$ cat config.mk
export PLATFORM = sky130hd
export DESIGN_NAME = sw_out_sched_flat
export DESIGN_NICKNAME = d
export VERILOG_FILES = /design/src/rtl/sw_out_sched_if.sv /design/src/rtl/sw_out_sched.sv /design/src/flat_wrapper.sv
export SDC_FILE = /design/constraint.sdc
export NUM_CORES = 1
export LEC_CHECK = 0
export ABC_AREA = 1
export BUFFER_PORTS_ARGS = -buffer_cell sky130_fd_sc_hd__buf_2
export CAP_MARGIN = 15
export CORE_ASPECT_RATIO = 1.75
export CORE_UTILIZATION = 48
export DETAILED_ROUTE_END_ITERATION = 6
export PLACE_DENSITY = 0.86
export SLEW_MARGIN = 10
export SYNTH_ARGS = -nofsm -noshare
export SYNTH_HDL_FRONTEND = slang
export SYNTH_SLANG_ARGS = --single-unit
$ cat constraint.sdc
create_clock -name clk -period 1.8 [get_ports clk]
set_input_delay 0.18 -clock clk [delete_from_list [all_inputs] [get_ports clk]]
set_output_delay 0.18 -clock clk [all_outputs]
set_load 0.02 [all_outputs]
$ cat src/rtl/sw_out_sched_if.sv
// Switch-scheduler bundle: receive-unit request/grant, shared buffer read bus and the
// downstream two-phase flit channel. The scheduler uses master, the environment slave.
interface sw_out_sched_if #(
    parameter int unsigned PORTS        = 4,
    parameter int unsigned SIZE         = 8,
    parameter int unsigned CHANNEL_BITS = 3,
    parameter int unsigned BUFF_BITS    = 3
);
    logic [PORTS-1:0]              in_req;
    logic [PORTS*CHANNEL_BITS-1:0] in_chnl;
    logic [PORTS-1:0]              in_gnt;
    logic [BUFF_BITS-1:0]          buf_addr;
    logic [PORTS*SIZE-1:0]         buf_data;
    logic                          ch_req;
    logic [SIZE-1:0]               ch_flit;
    logic                          ch_ack;

    modport master (
        input  in_req, in_chnl, buf_data, ch_ack,
        output in_gnt, buf_addr, ch_req, ch_flit
    );

    modport slave (
        output in_req, in_chnl, buf_data, ch_ack,
        input  in_gnt, buf_addr, ch_req, ch_flit
    );
endinterface

$ cat src/rtl/sw_out_sched.sv
// Per-output-channel switch scheduler: round-robin grant to one receive unit, then streams
// its FLIT_COUNT flits to the downstream link over a toggle req/ack channel.
module sw_out_sched #(
    parameter int unsigned PORTS        = 4,
    parameter int unsigned OUT_CHANNEL  = 0,
    parameter int unsigned SIZE         = 8,
    parameter int unsigned CHANNEL_BITS = 3,
    parameter int unsigned BUFF_BITS    = 3
) (
    input logic             clk,
    input logic             reset,
    sw_out_sched_if.master  bus
);
    localparam int unsigned PtrW = (PORTS > 1) ? $clog2(PORTS) : 1;
    localparam logic [BUFF_BITS-1:0] LastAddr = {BUFF_BITS{1'b1}};

    localparam logic [1:0] StIdle    = 2'd0;
    localparam logic [1:0] StFetch   = 2'd1;
    localparam logic [1:0] StWaitAck = 2'd2;
    localparam logic [1:0] StRelease = 2'd3;

    logic [1:0]           state_q, state_d;
    logic [PtrW-1:0]      ptr_q, ptr_d;
    logic [PtrW-1:0]      winner_q, winner_d;
    logic [PORTS-1:0]     gnt_q, gnt_d;
    logic [BUFF_BITS-1:0] addr_q, addr_d;
    logic                 req_q, req_d;
    logic [SIZE-1:0]      flit_q, flit_d;
    logic                 ack_old_q;

    logic [PORTS-1:0]     eligible;
    logic [PORTS-1:0]     gnt_pick;
    logic [PtrW-1:0]      pick;
    logic [PtrW-1:0]      idx;
    logic                 found;
    logic [SIZE-1:0]      sel_flit;
    logic                 ack_event;

    assign ack_event = bus.ch_ack ^ ack_old_q;

    always_comb begin
        eligible = '0;
        for (int unsigned i = 0; i < PORTS; i++) begin
            eligible[i] = bus.in_req[i] &&
                (bus.in_chnl[i*CHANNEL_BITS +: CHANNEL_BITS] == CHANNEL_BITS'(OUT_CHANNEL));
        end
    end

    // Search starts just after the last winner, so it has lowest priority next time.
    always_comb begin
        found = 1'b0;
        pick  = '0;
        idx   = '0;
        for (int unsigned k = 1; k <= PORTS; k++) begin
            idx = PtrW'((32'(ptr_q) + k) % PORTS);
            if (!found && eligible[idx]) begin
                found = 1'b1;
                pick  = idx;
            end
        end
    end

    always_comb begin
        gnt_pick = '0;
        sel_flit = '0;
        for (int unsigned i = 0; i < PORTS; i++) begin
            gnt_pick[i] = (pick == PtrW'(i));
            if (winner_q == PtrW'(i)) begin
                sel_flit = bus.buf_data[i*SIZE +: SIZE];
            end
        end
    end

    always_comb begin
        state_d  = state_q;
        ptr_d    = ptr_q;
        winner_d = winner_q;
        gnt_d    = gnt_q;
        addr_d   = addr_q;
        req_d    = req_q;
        flit_d   = flit_q;
        case (state_q)
            StIdle: begin
                if (found) begin
                    winner_d = pick;
                    gnt_d    = gnt_pick;
                    addr_d   = '0;
                    state_d  = StFetch;
                end
            end
            StFetch: begin
                flit_d  = sel_flit;
                req_d   = ~req_q;
                state_d = StWaitAck;
            end
            StWaitAck: begin
                if (ack_event) begin
                    if (addr_q == LastAddr) begin
                        gnt_d   = '0;
                        ptr_d   = winner_q;
                        state_d = StRelease;
                    end else begin
                        addr_d  = addr_q + BUFF_BITS'(1);
                        state_d = StFetch;
                    end
                end
            end
            // Grant-low gap lets the served unit drop back to idle before re-arbitration.
            StRelease: state_d = StIdle;
            default:   state_d = StIdle;
        endcase
    end

    always_ff @(posedge clk or posedge reset) begin
        if (reset) begin
            state_q   <= StIdle;
            ptr_q     <= PtrW'(PORTS - 1);
            winner_q  <= '0;
            gnt_q     <= '0;
            addr_q    <= '0;
            req_q     <= 1'b0;
            flit_q    <= '0;
            ack_old_q <= 1'b0;
        end else begin
            state_q   <= state_d;
            ptr_q     <= ptr_d;
            winner_q  <= winner_d;
            gnt_q     <= gnt_d;
            addr_q    <= addr_d;
            req_q     <= req_d;
            flit_q    <= flit_d;
            ack_old_q <= bus.ch_ack;
        end
    end

    assign bus.in_gnt   = gnt_q;
    assign bus.buf_addr = addr_q;
    assign bus.ch_req   = req_q;
    assign bus.ch_flit  = flit_q;
endmodule

$ cat src/flat_wrapper.sv
// flat-port wrapper written by rule: the top's interface ports become plain ports
module sw_out_sched_flat 
#(
    parameter int unsigned PORTS        = 4,
    parameter int unsigned OUT_CHANNEL  = 0,
    parameter int unsigned SIZE         = 8,
    parameter int unsigned CHANNEL_BITS = 3,
    parameter int unsigned BUFF_BITS    = 3
)
  (clk, reset, bus_in_req, bus_in_chnl, bus_buf_data, bus_ch_ack, bus_in_gnt, bus_buf_addr, bus_ch_req, bus_ch_flit);
  sw_out_sched_if #(.PORTS(PORTS), .SIZE(SIZE), .CHANNEL_BITS(CHANNEL_BITS), .BUFF_BITS(BUFF_BITS)) bus_i ();
  input logic clk;
  input logic reset;
  input wire logic [$bits(bus_i.in_req)-1:0] bus_in_req;
  input wire logic [$bits(bus_i.in_chnl)-1:0] bus_in_chnl;
  input wire logic [$bits(bus_i.buf_data)-1:0] bus_buf_data;
  input wire logic [$bits(bus_i.ch_ack)-1:0] bus_ch_ack;
  output wire logic [$bits(bus_i.in_gnt)-1:0] bus_in_gnt;
  output wire logic [$bits(bus_i.buf_addr)-1:0] bus_buf_addr;
  output wire logic [$bits(bus_i.ch_req)-1:0] bus_ch_req;
  output wire logic [$bits(bus_i.ch_flit)-1:0] bus_ch_flit;
  assign bus_i.in_req = bus_in_req;
  assign bus_i.in_chnl = bus_in_chnl;
  assign bus_i.buf_data = bus_buf_data;
  assign bus_i.ch_ack = bus_ch_ack;
  assign bus_in_gnt = bus_i.in_gnt;
  assign bus_buf_addr = bus_i.buf_addr;
  assign bus_ch_req = bus_i.ch_req;
  assign bus_ch_flit = bus_i.ch_flit;
  sw_out_sched #(.PORTS(PORTS), .OUT_CHANNEL(OUT_CHANNEL), .SIZE(SIZE), .CHANNEL_BITS(CHANNEL_BITS), .BUFF_BITS(BUFF_BITS)) u_core (.clk(clk), .reset(reset), .bus(bus_i));
endmodule
==> results.cfg, run 1 <==
[global_routing]
grt_pass1_vias = 1656
antenna_found_initial = 0
grt_pass1_wl_mm = 6.44
gr-usage-met3 = 0.0209
grt_use_met1 = 0.225
grt_max_degree = 24
grt-ovfl-total = 0
grt_most_used_layer = met2
grt_usage = 0.241
use_met2 = 0.475

[timing]
period_minus_slack_ns = 1.85
max_slew.worst_pin.slew_ns = 0.572
fin_skew_ns = 0.00592
hold_viol = 0
setup_violations = 8
period_share = 1.03
final.setup.tns_ns = -0.238
max-slew-margin-rel = 0.617
holdWs_ns = 0.0488
drv_slew = 0
fmax_ghz = 0.540
setup_ws_ns = -0.0514
rsz0062_at_grt = yes

[placement]
routabilityCongestion = 0.918
placedCellCount = 322
dp_slack_ns = -0.0540
dp_hpwl_mm = 3.09
io_buffers = 66

[pwr]
power_density_nw_per_um2 = 1100
p_leak_nw = 1.16
fin_total_pwr_mw = 2.29
vdd_ir_drop_max_mv = 0.532

[clocking]
cts_tree = yes
clockRootBuffer = clkbuf_8
worstSkewPairLatency_ns = 0.26
cts-buffers-inserted = 3
clock_path_buffers = 2
clk_pin_slew_worst_paths_ns = 0.08
ctsHtreeMaxLevel = 1
clkSinkCount = 23

[worst_setup_path]
critPathCaptureType = flip-flop
cp_common_cell = nand2_1
cp_slowest_cell = dfstp_4
cpPeakStageDelay_ns = 0.71
r2r-start = u_core.ptr_q[0]
crit_buf_inv = 0
timing.critical_path.required_ns = 2.00
crit_type = flip-flop to flip-flop
critPathMaxFanout = 6
critPathLaunch = u_core.ptr_q[0]
startpoint_type = flip-flop
cp_top_family = simple AND/OR/NAND/NOR gates
crit_chain = xnor2_2, nand3_1, nand2_1, nand3_4, nor2_4, nand2_4, nand3_4, nand2_1, nand2_1
crit_arrival_ns = 2.05

[floorplanning]
die_w_um = 45.2
die_y_um = 77.6
core_region_area_um2 = 3140
num_rows = 27
die_area_um2 = 3510
initial_core_util = 0.499
io_pins = 67

[routing]
routedWlPerCell_um = 12.3
post-route-drc-count = 0
drtIter0Drc = 37
antenna_left = 0
wl_mm = 4.06
viasPerCell = 5.26
num_vias = 1741
dr.pass1.iters = 4

[logic_synthesis]
yosysUniqueCellTypes = 31
syn_avg_cell_area_um2 = 7.32
syn-cell-area_um2 = 1570
synthCells = 214
synth-seq-cells = 23
syn-num-nets = 267
yosysSeqAreaShare = 0.369
ys_warn_count = 0

[final_layout]
finalNetCount = 342
drive_gt1_frac = 0.358
diodes = 0
fillers = 282
fin_cells = 331
syn2layout_area_growth_pct = 32.8

[run]
drv_cap = 0

[min_path]
hold_start = bus_ch_ack
hold_class = input pin to flip-flop

[outcome]
failed_checks = setup timing
outcome = finished with violations
-- through the flow --
stage	cell area, um^2	util
5_1_grt	2080	0.662
3_3_place_gp	1950	0.621
6_report	2080	0.662
3_5_place_dp	1950	0.621
4_1_cts	2040	0.650
2_1_floorplan	1570	-
-- state kept, by name (all words and copies together) (netlist names) --
signal / count
u_core.ptr_q: 2
u_core.bus.ch_req: 1
u_core.ack_old_q: 1
u_core.bus.ch_flit: 8
u_core.winner_q: 2
u_core.state_q: 2
u_core.bus.buf_addr: 3
u_core.bus.in_gnt: 4
-- what timing repair did --
| action | 4_1_cts | 5_1_grt |
|---|---|---|
| endpoints found under the setup margin | 9 | 9 |
| hold buffers | 1 | 0 |
| buffers inserted | 2 | 2 |
| resized for setup | 6 | 7 |
| pin swaps | 1 | 3 |
| hold endpoints to repair | 21 | 0 |
-- cell families after synthesis --
logic type | synth area share
compound gates | 0.0982
buf+inv | 0.0663
simple gates | 0.411
xor+xnor | 0.0391
fa+ha+maj | 0.0160
flops | 0.369
-- layout make-up --
| cell class | count | area [um^2] | share of cell area |
|---|---|---|---|
| repair buffers | 75 | 404 | 0.194 |
| clock buffers | 4 | 45.0 | 0.0216 |
| inverters | 19 | 73.8 | 0.0355 |
| flip-flops and latches | 23 | 582 | 0.280 |
| well taps | 43 | 53.8 | 0.0259 |
| multi-input cells | 167 | 922 | 0.443 |
-- layer usage --
metal / part of all wire / vias to the layer above
met5: 0 / -
met4: 0.038 / 0
met3: 0.056 / 16
met2: 0.56 / 85
met1: 0.34 / 782
li1: - / 858
-- power by group --
part           total (mW)  switching [mW]  internal (mW)
sequential          0.809           0.125          0.684
clock               0.310           0.153          0.158
combinational        1.17           0.740          0.427
total                2.29            1.02           1.27
-- worst register-to-register path, stage by stage, from the launching register on --
cell and delay (ns):
dfstp_4 0.71, xnor2_2 0.19, nand3_1 0.13, nand2_1 0.15, nand3_4 0.10, nor2_4 0.19
nand2_4 0.10, nand3_4 0.10, nand2_1 0.06, nand2_1 0.07
-- layout by cell type, fill, tap and decap left out, types with 2 or more instances in the layout --
cell / count
a21oi_1: 3
a221oi_1: 7
a31oi_1: 2
buf_2: 66
buf_4: 7
clkbuf_8: 3
dfrtp_1: 21
ha_1: 2
inv_1: 18
nand2_1: 59
nand2_2: 7
nand2_4: 2
nand3_1: 26
nand3_2: 7
nand3_4: 2
nand4_1: 4
nor2_1: 26
nor2_4: 2
o21ai_0: 9
-- final timing paths --
path / end / slack (ns) / cells past startpoint
setup / recovery: u_core.bus.in_gnt[3] / -0.05 / 9
hold / removal: u_core.ack_old_q / 0.05 / 1
setup reg to reg: u_core.bus.in_gnt[3] / -0.05 / 9
hold reg to reg: u_core.bus.ch_req / 0.47 / 1
max in group asynchronous: u_core.ptr_q[1] / 1.03 / 4
min in group asynchronous: u_core.bus.ch_flit[2] / 0.50 / 4
-- synthesized netlist by cell type, drive strengths merged --
master | n | share of area
o21ai | 10 | 0.032
buf | 3 | 0.014
xnor2 | 2 | 0.016
nand2 | 68 | 0.18
xor2 | 2 | 0.023
clkbuf | 2 | 0.0048
o22ai | 1 | 0.0040
nor2 | 29 | 0.077
inv | 19 | 0.047
a22o | 1 | 0.0056
nand4 | 4 | 0.016
a221oi | 7 | 0.039
nand3b | 1 | 0.0048
a21oi | 3 | 0.0096
a31oi | 2 | 0.0080
dfstp | 2 | 0.034
nand3 | 35 | 0.14
dfrtp | 21 | 0.34
ha | 2 | 0.016
No activity file was read; power rests on OpenSTA's default activity.
==> inputs of run 2 (changes only) <==
--- a/config.mk
+++ b/config.mk
@@ -9,8 +9,10 @@
 export BUFFER_PORTS_ARGS = -buffer_cell sky130_fd_sc_hd__buf_2
 export CAP_MARGIN = 15
 export CORE_ASPECT_RATIO = 1.75
+export CORE_MARGIN = 2
 export CORE_UTILIZATION = 48
 export DETAILED_ROUTE_END_ITERATION = 6
+export MAX_ROUTING_LAYER = met4
 export PLACE_DENSITY = 0.86
 export SLEW_MARGIN = 10
 export SYNTH_ARGS = -nofsm -noshare
==> results.cfg, run 2 (synthesis gave the netlist of run 1 again) <==
[outcome]
outcome = finished with violations
failed_checks = setup timing

[global_routing]
grt-ovfl-total = 0
grt_usage = 0.231
grt_max_degree = 24
antenna_found_initial = 0
grt_pass1_vias = 1557
grt_pass1_wl_mm = 6.18

[timing]
rsz0062_at_grt = yes
fin_skew_ns = 0.00698
setup_ws_ns = -0.0587
hold_viol = 0
max_slew.worst_pin.slew_ns = 0.542
period_share = 1.03
setup_violations = 9
drv_slew = 0
period_minus_slack_ns = 1.86
fmax_ghz = 0.538
final.setup.tns_ns = -0.328
holdWs_ns = 0.0439
max-slew-margin-rel = 0.638

[pwr]
fin_total_pwr_mw = 2.29
p_leak_nw = 1.16
vdd_ir_drop_max_mv = 0.491
power_density_nw_per_um2 = 1100

[final_layout]
largest_reg_flops = 8
diodes = 0
drive_gt1_frac = 0.351
final_common_cell = buf_2
final_cell_mix = buf_2 (66), nand2_1 (59), nand3_1 (28), nor2_1 (26), dfrtp_1 (21)
finalNetCount = 342
syn2layout_area_growth_pct = 32.7

[clocking]
clockRootBuffer = clkbuf_8
worstSkewPairLatency_ns = 0.26
cts_tree = yes
clk_pin_slew_worst_paths_ns = 0.08
ctsHtreeMaxLevel = 1
cts-buffers-inserted = 3
clkSinkCount = 23
clock_path_buffers = 2

[placement]
dp_hpwl_mm = 3.17
routabilityCongestion = 0.888
dp_slack_ns = -0.0407
io_buffers = 66

[routing]
drtIter0Drc = 43
post-route-drc-count = 0
wl_mm = 4.04
routedWlPerCell_um = 12.2
num_vias = 1706
dr.pass1.iters = 4
antenna_left = 0
viasPerCell = 5.15

[floorplanning]
die_w_um = 47.2
core_region_area_um2 = 3140
initial_core_util = 0.499
die_y_um = 79.6
io_pins = 67
num_rows = 27
die_area_um2 = 3750

[worst_setup_path]
timing.critical_path.required_ns = 1.96
crit_arrival_ns = 2.02
critPathMaxFanout = 8
critPathCaptureType = flip-flop
rr_worst_depth = 8
startpoint_type = flip-flop
crit_type = flip-flop to flip-flop

[min_path]
hold_class = input pin to flip-flop
hold_depth = 1

[run]
drv_cap = 0
-- run 2: cell count changes in the layout (fill, tap and decap cells not counted) --
cell and delta:
nand3_1 +2, nand3_2 -3, nand3_4 +1, nor2_4 +1, nor2_2 -1, buf_6 -1, buf_4 +1
-- run 2: final timing paths --
kind,start,to,slack [ns]
worst max-delay path,u_core.ptr_q[0],u_core.bus.buf_addr[2],-0.06
worst min-delay path,bus_ch_ack,u_core.ack_old_q,0.04
worst max register to register,u_core.ptr_q[0],u_core.bus.buf_addr[2],-0.06
worst min register to register,u_core.bus.ch_req,u_core.bus.ch_req,0.46
max in group asynchronous,reset,u_core.ptr_q[1],1.04
min in group asynchronous,reset,u_core.bus.buf_addr[2],0.48
-- run 2: final cells by class --
class | count | area [um^2]
clock buffer | 4 | 45.0
tap | 43 | 53.8
timing repair buffer | 75 | 400
sequential | 23 | 582
inverter | 19 | 73.8
multi-input combinational | 167 | 925
fill | 280 | 1060
-- run 2: critical path, cell delays in order, from the launching register on --
cell	delay, ns
dfstp_4	0.71
xor2_4	0.24
nand3_1	0.13
nand2_2	0.11
nand3_4	0.09
nor2_4	0.19
nand2_4	0.11
nand4_1	0.12
nand2_2	0.05
-- run 2: metrics by stage --
step	cells	utilization	cell area [um^2]
2_1_floorplan	214	-	1570
3_3_place_gp	322	0.621	1950
3_5_place_dp	322	0.621	1950
4_1_cts	330	0.650	2040
5_1_grt	331	0.662	2080
6_report	331	0.662	2080
-- run 2: power breakdown --
group	switching (mW)	internal (mW)
clock	0.149	0.158
sequential	0.113	0.684
combinational	0.756	0.434
total	1.02	1.28
-- run 2: timing repair --
action,CTS,global route
hold endpoints to repair,21,0
endpoints found under the setup margin,9,9
hold buffers,1,0
pin swaps,3,10
gates resized for setup,3,8
buffers inserted,3,1
-- run 2: layer usage --
metal / up-vias / track usage / wire (um)
met5: - / - / 0
met4: 0 / 0.131 / 118
met1: 768 / 0.205 / 1470
met3: 9 / 0.0136 / 198
li1: 862 / - / -
met2: 67 / 0.436 / 2260
==> inputs of run 3 (changes only) <==
--- a/config.mk
+++ b/config.mk
@@ -13,7 +13,7 @@
 export CORE_UTILIZATION = 48
 export DETAILED_ROUTE_END_ITERATION = 6
 export MAX_ROUTING_LAYER = met4
-export PLACE_DENSITY = 0.86
+export PLACE_DENSITY = 0.83
 export SLEW_MARGIN = 10
 export SYNTH_ARGS = -nofsm -noshare
 export SYNTH_HDL_FRONTEND = slang
==> results.cfg, run 3 (synthesis gave the netlist of run 1 again) <==
[outcome]
outcome = finished with violations
failed_checks = setup timing

[final_layout]
final_cell_mix = buf_2 (66), nand2_1 (62), nand3_1 (28), nor2_1 (26), dfrtp_1 (21)
syn2layout_area_growth_pct = 31.7
drive_gt1_frac = 0.338
largest_reg_flops = 8
fin_cells = 330
final_util = 0.657
finalNetCount = 341
diodes = 0
final_common_cell = buf_2

[min_path]
hold_depth = 1
hold_class = input pin to flip-flop

[clocking]
clockRootBuffer = clkbuf_8
clk_pin_slew_worst_paths_ns = 0.08
worstSkewPairLatency_ns = 0.27
cts_tree = yes
clkSinkCount = 23
cts-buffers-inserted = 3
clock_path_buffers = 2
ctsHtreeMaxLevel = 1

[routing]
post-route-drc-count = 0
drtIter0Drc = 35
dr.pass1.iters = 5
routedWlPerCell_um = 12.3
antenna_left = 0
num_vias = 1714
wl_mm = 4.07
viasPerCell = 5.19

[floorplanning]
io_pins = 67
initial_core_util = 0.499
die_y_um = 79.6
die_area_um2 = 3750
num_rows = 27
core_region_area_um2 = 3140
die_w_um = 47.2

[global_routing]
antenna_found_initial = 0
use_met2 = 0.419
grt_pass1_wl_mm = 6.01
grt_max_degree = 24
grt_use_met1 = 0.203
grt_most_used_layer = met2
gr-usage-met3 = 0.0158
grt-ovfl-total = 0
grt_pass1_vias = 1525
grt_usage = 0.225

[pwr]
p_leak_nw = 1.15
vdd_ir_drop_max_mv = 0.477
power_density_nw_per_um2 = 1110

[worst_setup_path]
crit_chain = xor2_4, nand3_2, nand2_4, nand3_4, nor2_4, nand2_4, nand3_4, nand2_1, nand2_1
cpPeakStageDelay_ns = 0.73
crit_buf_inv = 0
cp_slowest_cell = dfstp_4
critPathCaptureType = flip-flop
crit_type = flip-flop to flip-flop
crit_cells = 9
cp_top_family = simple AND/OR/NAND/NOR gates
crit_arrival_ns = 2.02
startpoint_type = flip-flop
rr_worst_depth = 9
critPathMaxFanout = 8
timing.critical_path.required_ns = 2.00

[run]
drv_cap = 0

[timing]
period_minus_slack_ns = 1.82
rsz0062_at_grt = yes
final.setup.tns_ns = -0.0809
setup_violations = 6
max-slew-margin-rel = 0.616
max_slew.worst_pin.slew_ns = 0.574
period_share = 1.01
fmax_ghz = 0.549
drv_slew = 0
fin_skew_ns = 0.00827
setup_ws_ns = -0.0212
hold_viol = 0

[placement]
dp_slack_ns = -0.0611
io_buffers = 66
dp_hpwl_mm = 3.24
routabilityCongestion = 0.959
placedCellCount = 322
==> run 3: repair_timing <==
action                                  4_1_cts  5_1_grt
buffers inserted                              1        2
hold buffers                                  1        0
gates resized for setup                       2        5
pin swaps                                     0        6
endpoints found under the setup margin        9        9
endpoints found under the hold margin        21        0
==> run 3: routing by layer <==
layer | vias up | routed length [um] | share of wire
met5 | - | 0 | 0
met4 | 0 | 128 | 0.031
met3 | 11 | 223 | 0.055
met2 | 75 | 2270 | 0.56
met1 | 770 | 1450 | 0.36
li1 | 858 | - | -
==> run 3: area by class of cell <==
cell class | instances | area, um^2
clock buffer | 4 | 45.0
multi-input combinational | 167 | 916
sequential | 23 | 582
tap | 43 | 53.8
inverter | 19 | 73.8
fill | 295 | 1080
timing repair buffer | 74 | 393
==> run 3: power breakdown <==
group / total, mW / internal (mW) / switching [mW] / leakage, nW
combinational: 1.18 / 0.423 / 0.755 / 0.841
clock: 0.316 / 0.158 / 0.158 / 0.0228
sequential: 0.802 / 0.684 / 0.118 / 0.289
total: 2.30 / 1.27 / 1.03 / 1.15
==> run 3: through the flow <==
step	hold slack (ns)	power (mW)	area, um^2
4_1_cts	0.0397	2.29	2020
2_1_floorplan	0.180	1.58	1570
6_report	0.0377	2.30	2060
5_1_grt	0.0391	2.47	2060
3_5_place_dp	0.248	1.98	1950
3_3_place_gp	0.226	1.93	1950
==> run 3: final timing paths <==
path	slack, ns	start	to
min in group asynchronous	0.49	reset	u_core.bus.ch_req
max in group asynchronous	1.03	reset	u_core.ptr_q[1]
worst max-delay path	-0.02	u_core.ptr_q[0]	u_core.bus.in_gnt[1]
worst min-delay path	0.04	bus_ch_ack	u_core.ack_old_q
worst max register to register	-0.02	u_core.ptr_q[0]	u_core.bus.in_gnt[1]
worst min register to register	0.47	u_core.bus.ch_req	u_core.bus.ch_req
